[config.mk]
export PLATFORM = sky130hd
export DESIGN_NAME = alu_divider
export DESIGN_NICKNAME = d
export VERILOG_FILES = /design/src/rtl/alu_divider.sv
export SDC_FILE = /design/constraint.sdc
export NUM_CORES = 1
export LEC_CHECK = 0
export BUFFER_PORTS_ARGS = -buffer_cell sky130_fd_sc_hd__buf_2
export CAP_MARGIN = 20
export CORE_AREA = 5 5 101 103
export CTS_CLUSTER_DIAMETER = 100
export DETAILED_ROUTE_END_ITERATION = 10
export DIE_AREA = 0 0 106 108
export PLACE_DENSITY = 0.88
export SLEW_MARGIN = 20
export SYNTH_ARGS = -nofsm -noshare
export SYNTH_HDL_FRONTEND = slang
export SYNTH_SLANG_ARGS = --single-unit
[constraint.sdc]
create_clock -name clk -period 4.25 [get_ports clk]
set_clock_uncertainty 0.15 [all_clocks]
set_input_delay 0.85 -clock clk [delete_from_list [all_inputs] [get_ports clk]]
set_output_delay 0.85 -clock clk [all_outputs]
set_load 0.01 [all_outputs]
[src/rtl/alu_divider.sv]
// Unsigned restoring divider: one quotient bit per clock, MSB first.
// Results are registered only on completion, so intermediate values never appear on the outputs.
module alu_divider #(
    parameter int WIDTH = 16
) (
    input  logic             clk,
    input  logic             reset,
    input  logic             start,
    input  logic [WIDTH-1:0] dividend,
    input  logic [WIDTH-1:0] divisor,
    output logic             busy,
    output logic             done,
    output logic [WIDTH-1:0] quotient,
    output logic [WIDTH-1:0] remainder,
    output logic             div_by_zero,
    output logic             zero
);

    localparam int CW = (WIDTH > 1) ? $clog2(WIDTH) : 1;

    typedef enum logic [1:0] {
        IDLE,
        RUN,
        DONE
    } state_t;

    state_t           state_q, state_d;
    logic [WIDTH-1:0] dvd_q, dvd_d;
    logic [WIDTH-1:0] dsr_q, dsr_d;
    logic [WIDTH-1:0] rem_q, rem_d;
    logic [WIDTH-1:0] acc_q, acc_d;
    logic [WIDTH-1:0] quo_q, quo_d;
    logic [WIDTH-1:0] rmd_q, rmd_d;
    logic             dbz_q, dbz_d;
    logic [CW-1:0]    cnt_q, cnt_d;

    logic             accept;
    logic [WIDTH:0]   shifted;
    logic             fits;
    logic [WIDTH-1:0] diff;

    // NOTE: sequential state uses non-blocking assignments so every register
    // samples the pre-edge values computed by the combinational block.
    always_ff @(posedge clk or posedge reset) begin
        if (reset) begin
            state_q <= IDLE;
            dvd_q   <= '0;
            dsr_q   <= '0;
            rem_q   <= '0;
            acc_q   <= '0;
            quo_q   <= '0;
            rmd_q   <= '0;
            dbz_q   <= 1'b0;
            cnt_q   <= '0;
        end else begin
            state_q <= state_d;
            dvd_q   <= dvd_d;
            dsr_q   <= dsr_d;
            rem_q   <= rem_d;
            acc_q   <= acc_d;
            quo_q   <= quo_d;
            rmd_q   <= rmd_d;
            dbz_q   <= dbz_d;
            cnt_q   <= cnt_d;
        end
    end

    // The trial subtraction only needs the low WIDTH bits: when it succeeds the
    // true difference is below the divisor, so modular arithmetic is exact.
    always_comb begin
        accept  = start && (state_q != RUN);
        shifted = {rem_q, dvd_q[WIDTH-1]};
        fits    = (shifted >= {1'b0, dsr_q});
        diff    = shifted[WIDTH-1:0] - dsr_q;

        // NOTE: every next-state signal gets a default before the case so no
        // path leaves it unassigned, which would infer a latch.
        state_d = state_q;
        dvd_d   = dvd_q;
        dsr_d   = dsr_q;
        rem_d   = rem_q;
        acc_d   = acc_q;
        quo_d   = quo_q;
        rmd_d   = rmd_q;
        dbz_d   = dbz_q;
        cnt_d   = cnt_q;

        case (state_q)
            RUN: begin
                dvd_d = dvd_q << 1;
                rem_d = fits ? diff : shifted[WIDTH-1:0];
                acc_d = {acc_q[WIDTH-2:0], fits};
                if (cnt_q == '0) begin
                    state_d = DONE;
                    quo_d   = acc_d;
                    rmd_d   = rem_d;
                    dbz_d   = 1'b0;
                end else begin
                    cnt_d = cnt_q - CW'(1);
                end
            end
            IDLE, DONE: begin
                state_d = IDLE;
                if (accept) begin
                    dvd_d = dividend;
                    dsr_d = divisor;
                    rem_d = '0;
                    acc_d = '0;
                    cnt_d = CW'(WIDTH - 1);
                    if (divisor == '0) begin
                        state_d = DONE;
                        quo_d   = '1;
                        rmd_d   = dividend;
                        dbz_d   = 1'b1;
                    end else begin
                        state_d = RUN;
                    end
                end
            end
            default: state_d = IDLE;
        endcase
    end

    assign busy        = (state_q == RUN);
    assign done        = (state_q == DONE);
    assign quotient    = quo_q;
    assign remainder   = rmd_q;
    assign div_by_zero = dbz_q;
    assign zero        = (quo_q == '0);

endmodule

Word-level counts from Yosys, hierarchy flattened
Cells that the tools add are included.
W data, S select, Z words.
{"block": "word_totals", "input_bits": 35, "word_cells": 55, "reg_bits": 102, "output_inout_bits": 36}
{"block": "classes", "n_mux": 25, "n_eq_ne": 7, "addsub": 2, "reduce_logical": 11, "magnitude_cmp": 1}
{"cell": "$mux W16", "n": 9}
{"cell": "$pmux W16 S2", "n": 4}
{"cell": "$logic_not A16 Y1", "n": 2}
{"cell": "$pmux W15 S2", "n": 1}
{"cell": "$ge A17 B16 Y1", "n": 1}
{"cell": "$sub A16 B16 Y16", "n": 1}
{"cell": "$mux W4", "n": 2}
{"cell": "$pmux W4 S2", "n": 1}
{"cell": "$mux W2", "n": 3}
{"cell": "$ne A2 B2 Y1 const B", "n": 3}
{"cell": "$logic_not A4 Y1", "n": 1}
{"cell": "$ne A2 B1 Y1 const B", "n": 2}
{"cell": "$pmux W2 S2", "n": 1}
{"cell": "$reduce_and A2 Y1", "n": 2}
{"cell": "$reduce_and A4 Y1", "n": 1}
{"cell": "$sub A4 B1 Y4 const B", "n": 1}
{"cell": "$mux W1", "n": 3}
{"cell": "$reduce_and A3 Y1", "n": 1}
{"cell": "$eq A2 B1 Y1 const B", "n": 1}
{"cell": "$eq A2 B2 Y1 const B", "n": 1}
{"cell": "$logic_not A2 Y1", "n": 1}
{"cell": "$pmux W1 S2", "n": 1}
{"cell": "$reduce_bool A2 Y1", "n": 1}
{"cell": "$reduce_or A2 Y1", "n": 1}
{"cell": "$logic_and A1 B1 Y1", "n": 1}

Depth between registers and ports, before layout
{"block": "depth", "word_depth": 4, "depth_mapped": 10, "mapped_depth_nobuf": 10}

Worst setup path before layout
OpenSTA, ideal clock, no wires.
{"block": "synth_path", "path_kind": "register to register", "start": "register dvd_q[15]", "end": "register rem_q[14]", "t_arrival_ns": 2.359, "synth_period_minus_slack_ns": 2.646, "setup_time_ns": 0.137, "stages_incl_launch_ff": 11, "required_ns": 3.963, "slack_ns": 1.604, "n_path_buf": 0, "path_cell_list": "dfrtp_1 -> inv_1 -> ha_1 -> inv_1 -> fa_1 -> a21o_1 -> a221oi_1 -> a211oi_1 -> or4_1 -> a32oi_1 -> a21oi_1"}
{"block": "synth_via", "elab_chain_cells": 3, "elab_cells_between_ends": 4, "cone_classes": "add/sub (1); order compare (1); mux (2)"}
{"item": "start, declared", "line_no": "28", "rtl": "logic [WIDTH-1:0] dvd_q, dvd_d;"}
{"item": "start signal, assigned", "line_no": "57", "rtl": "dvd_q <= dvd_d;"}
{"item": "$sub A16 B16 Y16 or $ge A17 B16 Y1 (tied branches)", "line_no": "74, 73"}
{"item": "$mux W16 (*)", "line_no": "91", "rtl": "rem_d = fits ? diff : shifted[WIDTH-1:0];"}
{"item": "$pmux W16 S2 (*)", "line_no": "88", "rtl": "case (state_q)"}
{"item": "end signal, assigned", "line_no": "59", "rtl": "rem_q <= rem_d;"}
{"item": "end, declared", "line_no": "30", "rtl": "logic [WIDTH-1:0] rem_q, rem_d;"}
Mark *: on every way between the ends. The rest lies on a longest branch, timed or not.
A chain may end at the register's enable or synchronous reset.

Final worst setup path
{"block": "layout_path", "start": "register state_q[1]", "end": "register rmd_q[15] (netlist: remainder[15])"}
{"block": "layout_via", "elab_chain_cells": 4, "elab_cells_between_ends": 12, "cone_classes": "eq/ne (6); mux (1); reduce/logical (5)"}
{"item": "start, declared", "line_no": "27", "rtl": "state_t state_q, state_d;"}
{"item": "start signal, assigned", "line_no": "56", "rtl": "state_q <= state_d;"}
{"item": "$eq A2 B2 Y1, or another cell as far along", "line_no": "88"}
{"item": "$reduce_or A2 Y1 or $logic_and A1 B1 Y1 (tied branches)", "line_no": "88, 71"}
{"item": "$ne A2 B2 Y1 (no source line) or $reduce_bool A2 Y1 (tied branches)"}
{"item": "$reduce_and A4 Y1 (no source line)"}
{"item": "end signal, assigned", "line_no": "62", "rtl": "rmd_q <= rmd_d;"}
{"item": "end, declared", "line_no": "33", "rtl": "logic [WIDTH-1:0] rmd_q, rmd_d;"}
Several ways; a longest one is shown, not always the timed one.

==> summary.txt <==
Detailed routing
  • DRC viols: 0
  • Antenna Nets Post-Route: 0
  • DRT iter0 DRCs: 258
  • Aggregate routed wire length: ~13000 µm
  • TritonRoute pass-1 iters: 5
  • DR WL/cell: between 15 and 20 µm
  • Avg Vias per Cell: 6.00
  • DR vias: between 4k and 5k

Pwr
  • Power density cells: ~1000 nW/µm²
  • Leak: roughly 2.7 nW
  • Pwr Total: ~5.7 mW
  • Maximum VDD drop: approximately 0.54 mV

Critical path
  • CP Launch Type: flop
  • Crit Path Max Fanout: 21
  • Slowest cell delay on critical path: between 0.5 and 0.6 ns
  • Setup crit end kind: flop
  • CP most frequent cell: inv_1
  • CP Cell Sequence: nand2b_1, inv_1, and2_1, nor2_2, inv_1, mux2_2, a21oi_1, o21ai_0
  • Worst path slowest cell: nor2_2
  • Arrival @ worst endpoint: roughly 3.4 ns
  • CP Data Required Time: 4.36 ns
  • WS Path Type: reg -> reg

Clock network
  • Buffer levels on the longest clock path: 2
  • Clk slew on worst S/H paths: around 0.11 ns
  • Total CTS buffers: 9
  • Post-CTS Hold Buffers: 0
  • Clock tree sinks: 102
  • CTS tree: done
  • Htree depth: 3
  • Worst-Skew Late Latency: around 0.39 ns
  • CTS root buf: clkbuf_8
  • Post-cts resize count: 0
  • Post-CTS setup buffers: 0

Yosys
  • Syn_area_per_cell: between 9 and 10 µm²
  • Synth warn: 0
  • Number of synthesized flops with an enable pin: 0
  • Distinct cells, synth: slightly above 50
  • Top_reg_cell synth: dfrtp_1
  • Synth top area share: between 40% and 50%
  • Synthesized area: 5170 µm²
  • Async set-reset flop share out of synthesis: between 90% and 100%
  • Syn_nets: 621
  • Post-synth top cells: 102 x dfrtp_1, 66 x nor2_1, 60 x a21oi_1
  • Synth area leader: dfrtp_1
  • Synth top area cells: dfrtp_1 49%, a21oi_1 5.8%, nor2_1 4.8%
  • Sequential share of the synthesized area: about half
  • Synth Instances: between 500 and 600
  • Synth Register Bits: just over 100
  • Count leader, synth: dfrtp_1

Placed design
  • Post-Place Cell Area: 5600 µm²
  • Routability cong.: 0.967
  • DP HPWL: 9260 µm
  • Setup WS pre-CTS: 0.806 ns
  • I/O Buffers: 70

Global routing
  • Tot GR Track Use: 22.9%
  • Vias in the first global route: about 4.3k
  • Grt ovf: 0
  • First-pass GRT wire length: roughly 21000 µm
  • Largest net degree at the start of global routing: between 50 and 60
  • Antenna violations before repair: 0

Floorplan
  • Starting density of the core: about 57%
  • Top-level I/O count: about 70
  • Die X: between 100 and 150 µm
  • Core area: just over 9000 µm²
  • Row cnt: 35
  • Die Y: around 110 µm
  • Die area: 11400 µm²

Timing
  • Final hold violations: 0
  • RSZ-0062 raised after global routing: no
  • Worst slew pin tran: roughly 0.96 ns
  • Tcrit/Tclk final: a little under 80%
  • Fin Setup TNS: 0 ns
  • Setup slack after layout: about 0.98 ns
  • Max frequency: between 300 and 400 MHz
  • Rel. slew slack: 35.7%
  • Fin crit period: roughly 3.3 ns
  • Final setup fails: 0
  • Max Transition Viols Final: 0

Final layout
  • Area grow syn2layout: 12.0%
  • Layout cells sized above 1: between 10% and 20%
  • Design area: around 5800 µm²
  • ANT cells: 0
  • Fillers: slightly below 800
  • Final nets: slightly below 700

Hold path
  • Worst hold path class: reg -> reg

Run status
  • Run status: finished, final reports clean

Flow run
  • Max-cap violations: 0
## flip-flops by register name, indices dropped and copies added, names as in the netlist
register / cells
acc_q: 15
cnt_q: 4
div_by_zero: 1
dsr_q: 16
dvd_q: 16
quotient: 16
rem_q: 16
remainder: 16
state_q: 2
## cell type report
type	instances	area, µm²	share of cell area, %
Clock inverter	6	62.6	1.08
Inverter	40	153	2.63
Tap cell	111	139	2.40
Sequential cell	102	2550	44.0
Timing Repair Buffer	77	403	6.95
Multi-Input combinational cell	396	2350	40.5
Clock buffer	10	138	2.37
## kinds of logic after synthesis
family                     Yosys count  synth area share, %
adders and majority gates           19                 4.74
buffers and inverters               69                 5.32
DFF                                102                 49.3
AOI/OAI and AO/OA                  192                 23.3
and+or+nand+nor                    176                 15.7
xor gates and xnor gates             8                 1.35
muxes                                1                0.218
## power by group
part	switching, mW	total, mW	internal, mW
logic	2.04	3.32	1.28
registers	0.291	1.73	1.44
clock network	0.377	0.622	0.245
## placed cells by master, fill, tap and decap left out, types with 6 or more instances in the layout
cell	count
buf_2	70
nand4_1	8
a21o_1	8
nor2b_1	16
clkbuf_8	10
nand2_1	48
a31oi_1	23
o21ai_0	41
nor3_1	9
buf_4	7
nor2_1	66
a22oi_1	10
nor4_1	8
o22ai_1	14
dfrtp_1	102
ha_1	18
xnor2_1	6
a21oi_1	60
inv_1	39
## metrics by stage
stage                     instances  util (%)  hold WS [ns]
after floorplan                 567         -         0.300
after global placement          726      61.4         0.312
after detailed placement        726      61.4         0.319
after CTS                       742      63.6         0.341
after global routing            742      63.6         0.388
final                           742      63.6         0.340
## final timing paths
| path | start | cells after the start | slack [ns] | to |
|---|---|---|---|---|
| worst max-delay path | state_q[1]$_DFFE_PP0P_ | 8 | 0.98 | remainder[15]$_DFFE_PP0P_ |
| worst min-delay path | dsr_q[0]$_DFFE_PP0P_ | 2 | 0.34 | dsr_q[0]$_DFFE_PP0P_ |
| worst max register to register | state_q[1]$_DFFE_PP0P_ | 8 | 0.98 | remainder[15]$_DFFE_PP0P_ |
| worst min register to register | dsr_q[0]$_DFFE_PP0P_ | 2 | 0.34 | dsr_q[0]$_DFFE_PP0P_ |
| max in group asynchronous | reset | 3 | 2.73 | rem_q[9]$_DFFE_PP0P_ |
| min in group asynchronous | reset | 2 | 0.42 | dsr_q[9]$_DFFE_PP0P_ |
## metal layers
layer	wire, µm	global-route usage, %
met4	359	9.16
met5	0	0
met3	724	4.42
met2	6210	38.5
met1	5230	29.4
## worst max-delay path, delay by kind of cell (launching register included)
family	cells	cell delay, ns
and+or+nand+nor	3	1.34
buffers and inverters	2	0.70
muxes	1	0.39
DFF	1	0.37
AOI/OAI and AO/OA	2	0.20
Note: power is estimated with default switching activity, not from simulation.
